**config.mk**
```make
export PLATFORM = sky130hd
export DESIGN_NAME = dp_sequencer
export DESIGN_NICKNAME = d
export VERILOG_FILES = /design/src/rtl/dp_ctrl_pkg.sv /design/src/rtl/dp_decode.sv /design/src/rtl/dp_sequencer.sv
export SDC_FILE = /design/constraint.sdc
export NUM_CORES = 1
export LEC_CHECK = 0
export ABC_AREA = 1
export CELL_PAD_IN_SITES_DETAIL_PLACEMENT = 0
export CELL_PAD_IN_SITES_GLOBAL_PLACEMENT = 1
export CORE_MARGIN = 2
export CORE_UTILIZATION = 25
export CTS_CLUSTER_SIZE = 25
export DETAILED_ROUTE_END_ITERATION = 8
export PLACE_DENSITY_LB_ADDON = 0.1
export SYNTH_ARGS = -nofsm -noshare
export SYNTH_HDL_FRONTEND = slang
export SYNTH_SLANG_ARGS = --single-unit
```
**constraint.sdc**
```tcl
create_clock -name clk -period 1.6 [get_ports clk]
set_clock_uncertainty 0.15 [all_clocks]
set_input_delay 0.24 -clock clk [delete_from_list [all_inputs] [get_ports clk]]
set_output_delay 0.24 -clock clk [all_outputs]
set_load 0.02 [all_outputs]
```
**src/rtl/dp_ctrl_pkg.sv**
```systemverilog
// Shared types and encodings for the multicycle datapath sequencer (dp_sequencer, dp_decode).
// Branch evaluation is only used when DP_SEQ_BCOND_EN is defined.
package dp_ctrl_pkg;

   typedef enum logic [2:0] {
      ST_FETCH,
      ST_DECODE,
      ST_EXEC,
      ST_MEM,
      ST_WB,
      ST_HALT
   } state_t;

   typedef enum logic [2:0] {
      CL_ALU,
      CL_LOAD,
      CL_STOR,
      CL_BCOND,
      CL_NOP,
      CL_HALT
   } iclass_t;

   localparam logic [3:0] OP_RTYPE = 4'h0;
   localparam logic [3:0] OP_LDST  = 4'h4;
   localparam logic [3:0] OP_BCOND = 4'hC;

   localparam logic [3:0] EXT_LOAD = 4'h0;
   localparam logic [3:0] EXT_STOR = 4'h4;

   localparam logic [3:0] COND_Z  = 4'h0;
   localparam logic [3:0] COND_NZ = 4'h1;
   localparam logic [3:0] COND_C  = 4'h2;
   localparam logic [3:0] COND_NC = 4'h3;
   localparam logic [3:0] COND_N  = 4'h4;
   localparam logic [3:0] COND_NN = 4'h5;
   localparam logic [3:0] COND_AL = 4'hE;

   localparam int FLAG_C = 0;
   localparam int FLAG_Z = 1;
   localparam int FLAG_N = 2;

   localparam logic [15:0] HALT_WORD = 16'hFFFF;

   localparam logic [1:0] ALU_PFX_R = 2'b00;
   localparam logic [1:0] ALU_PFX_I = 2'b01;

   // Unlisted condition codes are never taken.
   function automatic logic cond_taken(input logic [3:0] cond, input logic c,
                                       input logic z, input logic n);
      logic taken;
      case (cond)
         COND_Z:  taken = z;
         COND_NZ: taken = !z;
         COND_C:  taken = c;
         COND_NC: taken = !c;
         COND_N:  taken = n;
         COND_NN: taken = !n;
         COND_AL: taken = 1'b1;
         default: taken = 1'b0;
      endcase
      return taken;
   endfunction

endpackage

```
**src/rtl/dp_decode.sv**
```systemverilog
// Combinational instruction decoder: instruction word -> ALU select, register addresses, class.
// Op 1100 decodes as a branch only when DP_SEQ_BCOND_EN is defined, otherwise as NOP.
module dp_decode
   import dp_ctrl_pkg::*;
#(
   parameter int REGBITS = 5
) (
   input  logic [15:0]        instr,
   output logic [5:0]         alucont,
   output logic [REGBITS-1:0] ra1,
   output logic [REGBITS-1:0] ra2,
   output logic               imm_sel,
   output iclass_t            iclass
);

   logic [3:0] op;
   logic [3:0] rd;
   logic [3:0] ext;
   logic [3:0] rs;

   assign op  = instr[15:12];
   assign rd  = instr[11:8];
   assign ext = instr[7:4];
   assign rs  = instr[3:0];

   always_comb begin
      alucont = {ALU_PFX_I, op};
      ra1     = {{(REGBITS-4){1'b0}}, rd};
      ra2     = {{(REGBITS-4){1'b0}}, rs};
      imm_sel = 1'b1;
      iclass  = CL_ALU;
      if (instr == HALT_WORD) begin
         alucont = '0;
         imm_sel = 1'b0;
         iclass  = CL_HALT;
      end else begin
         case (op)
            OP_RTYPE: begin
               alucont = {ALU_PFX_R, ext};
               imm_sel = 1'b0;
            end
            OP_LDST: begin
               // rs supplies the address on port 1, rd the store data on port 2
               alucont = '0;
               imm_sel = 1'b0;
               ra1     = {{(REGBITS-4){1'b0}}, rs};
               ra2     = {{(REGBITS-4){1'b0}}, rd};
               if (ext == EXT_LOAD)
                  iclass = CL_LOAD;
               else if (ext == EXT_STOR)
                  iclass = CL_STOR;
               else
                  iclass = CL_NOP;
            end
            OP_BCOND: begin
               alucont = '0;
               imm_sel = 1'b0;
`ifdef DP_SEQ_BCOND_EN
               iclass  = CL_BCOND;
`else
               iclass  = CL_NOP;
`endif
            end
            default: ;
         endcase
      end
   end

endmodule

```
**src/rtl/dp_sequencer.sv**
```systemverilog
// Multicycle control FSM for the 16-bit ALU/register-file datapath: PC, fetch, decode, load/store, branch.
// Conditional branches are enabled by defining DP_SEQ_BCOND_EN.
module dp_sequencer
   import dp_ctrl_pkg::*;
#(
   parameter int WIDTH   = 16,
   parameter int REGBITS = 5
) (
   input  logic               clk,
   input  logic               reset,
   output logic               mem_req,
   output logic               mem_we,
   output logic [WIDTH-1:0]   mem_addr,
   input  logic               mem_ack,
   input  logic [15:0]        mem_rdata,
   input  logic [WIDTH-1:0]   rd1,
   output logic [15:0]        instr,
   output logic [5:0]         alucont,
   output logic [REGBITS-1:0] ra1,
   output logic [REGBITS-1:0] ra2,
   output logic               regwrite,
   output logic               wb_sel,
   output logic               imm_sel,
   input  logic [WIDTH-1:0]   psr_flags,
   output logic [WIDTH-1:0]   pc,
   output logic               halted
);

   state_t           state_reg, state_next;
   logic [WIDTH-1:0] pc_reg, pc_next;
   logic [15:0]      instr_reg, instr_next;
   logic             mem_req_reg, mem_req_next;
   logic             mem_we_reg, mem_we_next;
   logic             regwrite_reg, regwrite_next;
   logic             wb_sel_reg, wb_sel_next;

   iclass_t          iclass;
   logic             ack_ok;
   logic             br_taken;
   logic             unused_flags;
   logic [WIDTH-1:0] disp_sext;

   // Decoding straight from the instruction register keeps ra1/ra2 stable from DECODE through WB.
   dp_decode #(
      .REGBITS (REGBITS)
   ) u_decode (
      .instr   (instr_reg),
      .alucont (alucont),
      .ra1     (ra1),
      .ra2     (ra2),
      .imm_sel (imm_sel),
      .iclass  (iclass)
   );

   assign ack_ok    = mem_req_reg & mem_ack;
   assign disp_sext = {{(WIDTH-8){instr_reg[7]}}, instr_reg[7:0]};

`ifdef DP_SEQ_BCOND_EN
   assign br_taken     = cond_taken(instr_reg[11:8], psr_flags[FLAG_C],
                                    psr_flags[FLAG_Z], psr_flags[FLAG_N]);
   assign unused_flags = ^psr_flags[WIDTH-1:3];
`else
   assign br_taken     = 1'b0;
   assign unused_flags = ^psr_flags;
`endif

   always_ff @(posedge clk or negedge reset) begin
      if (!reset) begin
         state_reg    <= ST_FETCH;
         pc_reg       <= '0;
         instr_reg    <= '0;
         mem_req_reg  <= 1'b0;
         mem_we_reg   <= 1'b0;
         regwrite_reg <= 1'b0;
         wb_sel_reg   <= 1'b0;
      end else begin
         state_reg    <= state_next;
         pc_reg       <= pc_next;
         instr_reg    <= instr_next;
         mem_req_reg  <= mem_req_next;
         mem_we_reg   <= mem_we_next;
         regwrite_reg <= regwrite_next;
         wb_sel_reg   <= wb_sel_next;
      end
   end

   always_comb begin
      state_next    = state_reg;
      pc_next       = pc_reg;
      instr_next    = instr_reg;
      regwrite_next = 1'b0;
      wb_sel_next   = 1'b0;
      case (state_reg)
         ST_FETCH: begin
            if (ack_ok) begin
               instr_next = mem_rdata;
               state_next = ST_DECODE;
            end
         end
         ST_DECODE: begin
            if (iclass == CL_HALT) begin
               state_next = ST_HALT;
            end else begin
               state_next    = ST_EXEC;
               regwrite_next = (iclass == CL_ALU);
            end
         end
         ST_EXEC: begin
            case (iclass)
               CL_LOAD, CL_STOR: state_next = ST_MEM;
               CL_BCOND: begin
                  pc_next    = br_taken ? (pc_reg + disp_sext) : (pc_reg + WIDTH'(1));
                  state_next = ST_FETCH;
               end
               default: begin
                  pc_next    = pc_reg + WIDTH'(1);
                  state_next = ST_FETCH;
               end
            endcase
         end
         ST_MEM: begin
            if (ack_ok) begin
               if (iclass == CL_STOR) begin
                  pc_next    = pc_reg + WIDTH'(1);
                  state_next = ST_FETCH;
               end else begin
                  state_next    = ST_WB;
                  regwrite_next = 1'b1;
                  wb_sel_next   = 1'b1;
               end
            end
         end
         ST_WB: begin
            pc_next    = pc_reg + WIDTH'(1);
            state_next = ST_FETCH;
         end
         ST_HALT: ;
         default: state_next = ST_FETCH;
      endcase
      // Request strobes are registered so they are low while in reset and rise one cycle after release.
      mem_req_next = (state_next == ST_FETCH) || (state_next == ST_MEM);
      mem_we_next  = (state_next == ST_MEM) && (iclass == CL_STOR);
   end

   assign mem_req  = mem_req_reg;
   assign mem_we   = mem_we_reg;
   assign mem_addr = (state_reg == ST_MEM) ? rd1 : pc_reg;
   assign instr    = instr_reg;
   assign regwrite = regwrite_reg;
   assign wb_sel   = wb_sel_reg;
   assign pc       = pc_reg;
   assign halted   = (state_reg == ST_HALT);

endmodule
```
==> results.md <==
- CP Launch Type: register
- Fin crit share: 115%
- Global route overflow: 0
- Total of max-cap violations: 0
- Routability cong.: around 0.78
- Run status: complete, but fails checks
- Fin. max-slew vios: 0
- Wire per inst: roughly 12 um
- F_max: 544 MHz
- Most common cell after layout, fill and taps aside: nand2_1
- Crit path required time: 1.21 ns
- Core area: between 9000 and 10000 um^2
- Setup tns final: -8.22 ns
- First-pass GRT wire length: 12.5 mm
- Final Setup Violations: 49
- Share of layout cells above drive strength 1: 33.6%
- Initial antenna violation count: 0
- DRT iter0 DRCs: 77
- RSZ-0062 raised after global routing: true
- Critical Setup Path Class: reg2out
- Detailed-route via count: 2752
- Post-Syn Area per Cell: approximately 7.0 um^2
- Vias in the first global route: between 2000 and 3000
- Residual DRC: 0
- Most frequent cells in the layout: 117 x nand2_1, 82 x buf_4
- Initial Util: about a quarter
- CP cell instances: inv_2 -> nand2_2 -> nor2_4 -> buf_6 -> nand2_1 -> o21ai_1 -> buf_4
- Yosys reg bits: 39
- Worst hold-check path type: in2async
- WP data arrival: approximately 1.5 ns
- Diode count: 0
- Drt first pass iters: 4
- Num Clock Sinks: 39
- # H-tree levels: 2
- Worst-Skew Late Latency: a little under 0.3 ns
- Row cnt: 35
- CP Max Fanout: 8
- Filler Cells Inserted: ~980
- Final hold violations: 0
- Crit path largest cell delay: roughly 0.43 ns
- Sequential-to-total area share from yosys stat: between 40% and 50%
- Port Buf Inserts: 101
- Tot GR Track Use: between 10% and 20%
- Final antenna-violating net count: 0
- Layout Cell Area excl Fill: 4320 um^2
- Die width: a little over 100 um
- Setup crit end kind: primary output
- Die area: between 10000 and 15000 um^2
- Clock Path Buffers: 2
- Area added between synthesis and finish: 78.3%
- Failing checks: negative setup slack
- Chip height: just over 100 um
- CTS Buf Count: 5
- Leakage power: ~0.0022 uW
- Clock period minus worst slack: approximately 1.8 ns
- Hold_ws: approximately 0.25 ns
- Netlist cell types: 28
- Worst VDD drop: ~740 uV
- Synth Instances: roughly 350
- P per Cell Area: 1580 nW/um^2
- Largest net degree at the start of global routing: 32
- Vias per std cell: approximately 4.2
- Worst setup margin: -0.239 ns
- Post-layout total power: approximately 6800 uW
- DP Area: a little over 4000 um^2
- Post-Route WL: between 8 and 9 mm
- DP Wirelength: around 6 mm
- IO Pins: between 100 and 150
- Worst-path clk slew: roughly 0.08 ns
- Clock root buffer: clkbuf_8
- CP Buf/Inv Count: 3
- Cell Area, Synth: roughly 2400 um^2
- Ys Warns: 0
- Final nets: 580
- CTS tree: built
- CP max-delay cell: dfrtp_2
- Pre-CTS setup slack: -0.501 ns
- CP delay by family, top: flip-flops
[metal layers]
metal / global-route usage, % / routed length (um) / vias up
li1: - / - / 1435
met1: 20.0 / 3650 / 1227
met2: 25.1 / 3780 / 82
met3: 3.63 / 515 / 8
met4: 4.10 / 97 / 0
met5: 0 / 0 / -
[per-stage QoR]
step	cells	util [%]
floorplan	349	-
global placement	642	44.6
detailed placement	642	44.6
CTS	654	45.1
global route	658	46.3
finish	658	46.3
[what timing repair did]
action,CTS,global route
setup endpoints to repair,87,60
pin swaps,4,7
setup buffers,4,4
cloned,0,1
hold buffers,1,0
endpoints found under the hold margin,12,0
gates resized for setup,211,33
[power by group]
| group | leakage, uW | total [uW] | internal [uW] | switching (uW) |
|---|---|---|---|---|
| combinational | 0.00167 | 4430 | 2040 | 2390 |
| sequential | 0.000483 | 1500 | 1300 | 199 |
| clock | 0.0000612 | 884 | 506 | 378 |
| total | 0.00222 | 6810 | 3840 | 2960 |
[worst paths after layout]
path,startpoint,to,slack (ns),cells after the start
max in group asynchronous,reset,instr[15],0.57,3
min,reset,regwrite,0.25,2
max reg2reg,instr[15],pc[9],-0.19,12
min reg2reg,pc[15],pc[15],0.43,3
max,instr[15],ra2[2],-0.24,7
min in group clk,mem_rdata[12],instr[12],0.36,3
[worst register-to-register path: cells and delay by family (launching register included)]
family                 cells  cell delay (ns)
flip-flops                 1             0.43
AND/OR/NAND/NOR            8             0.66
buffers and inverters      4             0.50
[area by class of cell]
cell class	count	area, um^2	share of cell area (%)
inverter	39	146	3.39
tap	129	161	3.73
clock buffer	6	82.6	1.91
multi-input combinational	259	1350	31.2
sequential	39	983	22.8
timing repair buffer	184	1560	36.2
clock inverter	2	35.0	0.811
[cell usage after synthesis]
library cell	number	area, um^2
a21oi_1	17	85.1
and2_0	1	6.26
and2_1	1	6.26
buf_2	2	10.0
buf_4	3	22.5
buf_6	2	22.5
buf_8	1	15.0
clkbuf_1	4	15.0
conb_1	1	3.75
dfrtp_1	39	976
ha_1	1	12.5
inv_1	37	139
inv_2	2	7.51
mux2_2	5	56.3
nand2_1	122	458
nand2_2	6	37.5
nand2_4	1	11.3
nand3_1	12	60.1
nand3_4	1	17.5
nand4_1	3	18.8
nand4_4	1	21.3
nor2_1	39	146
nor2_2	2	12.5
nor2_4	1	11.3
nor3_1	6	30.0
o21ai_0	27	135
o21bai_1	1	7.51
xor2_1	9	78.8
[kinds of logic after synthesis]
kind of cell,share of synthesized area (%)
compound gates,9.40
mux,2.32
buf+inv,9.55
other cells,0.155
xor+xnor,3.25
flops,40.3
simple gates,34.5
fa+ha+maj,0.516
Power figures use the tool's default switching activity.
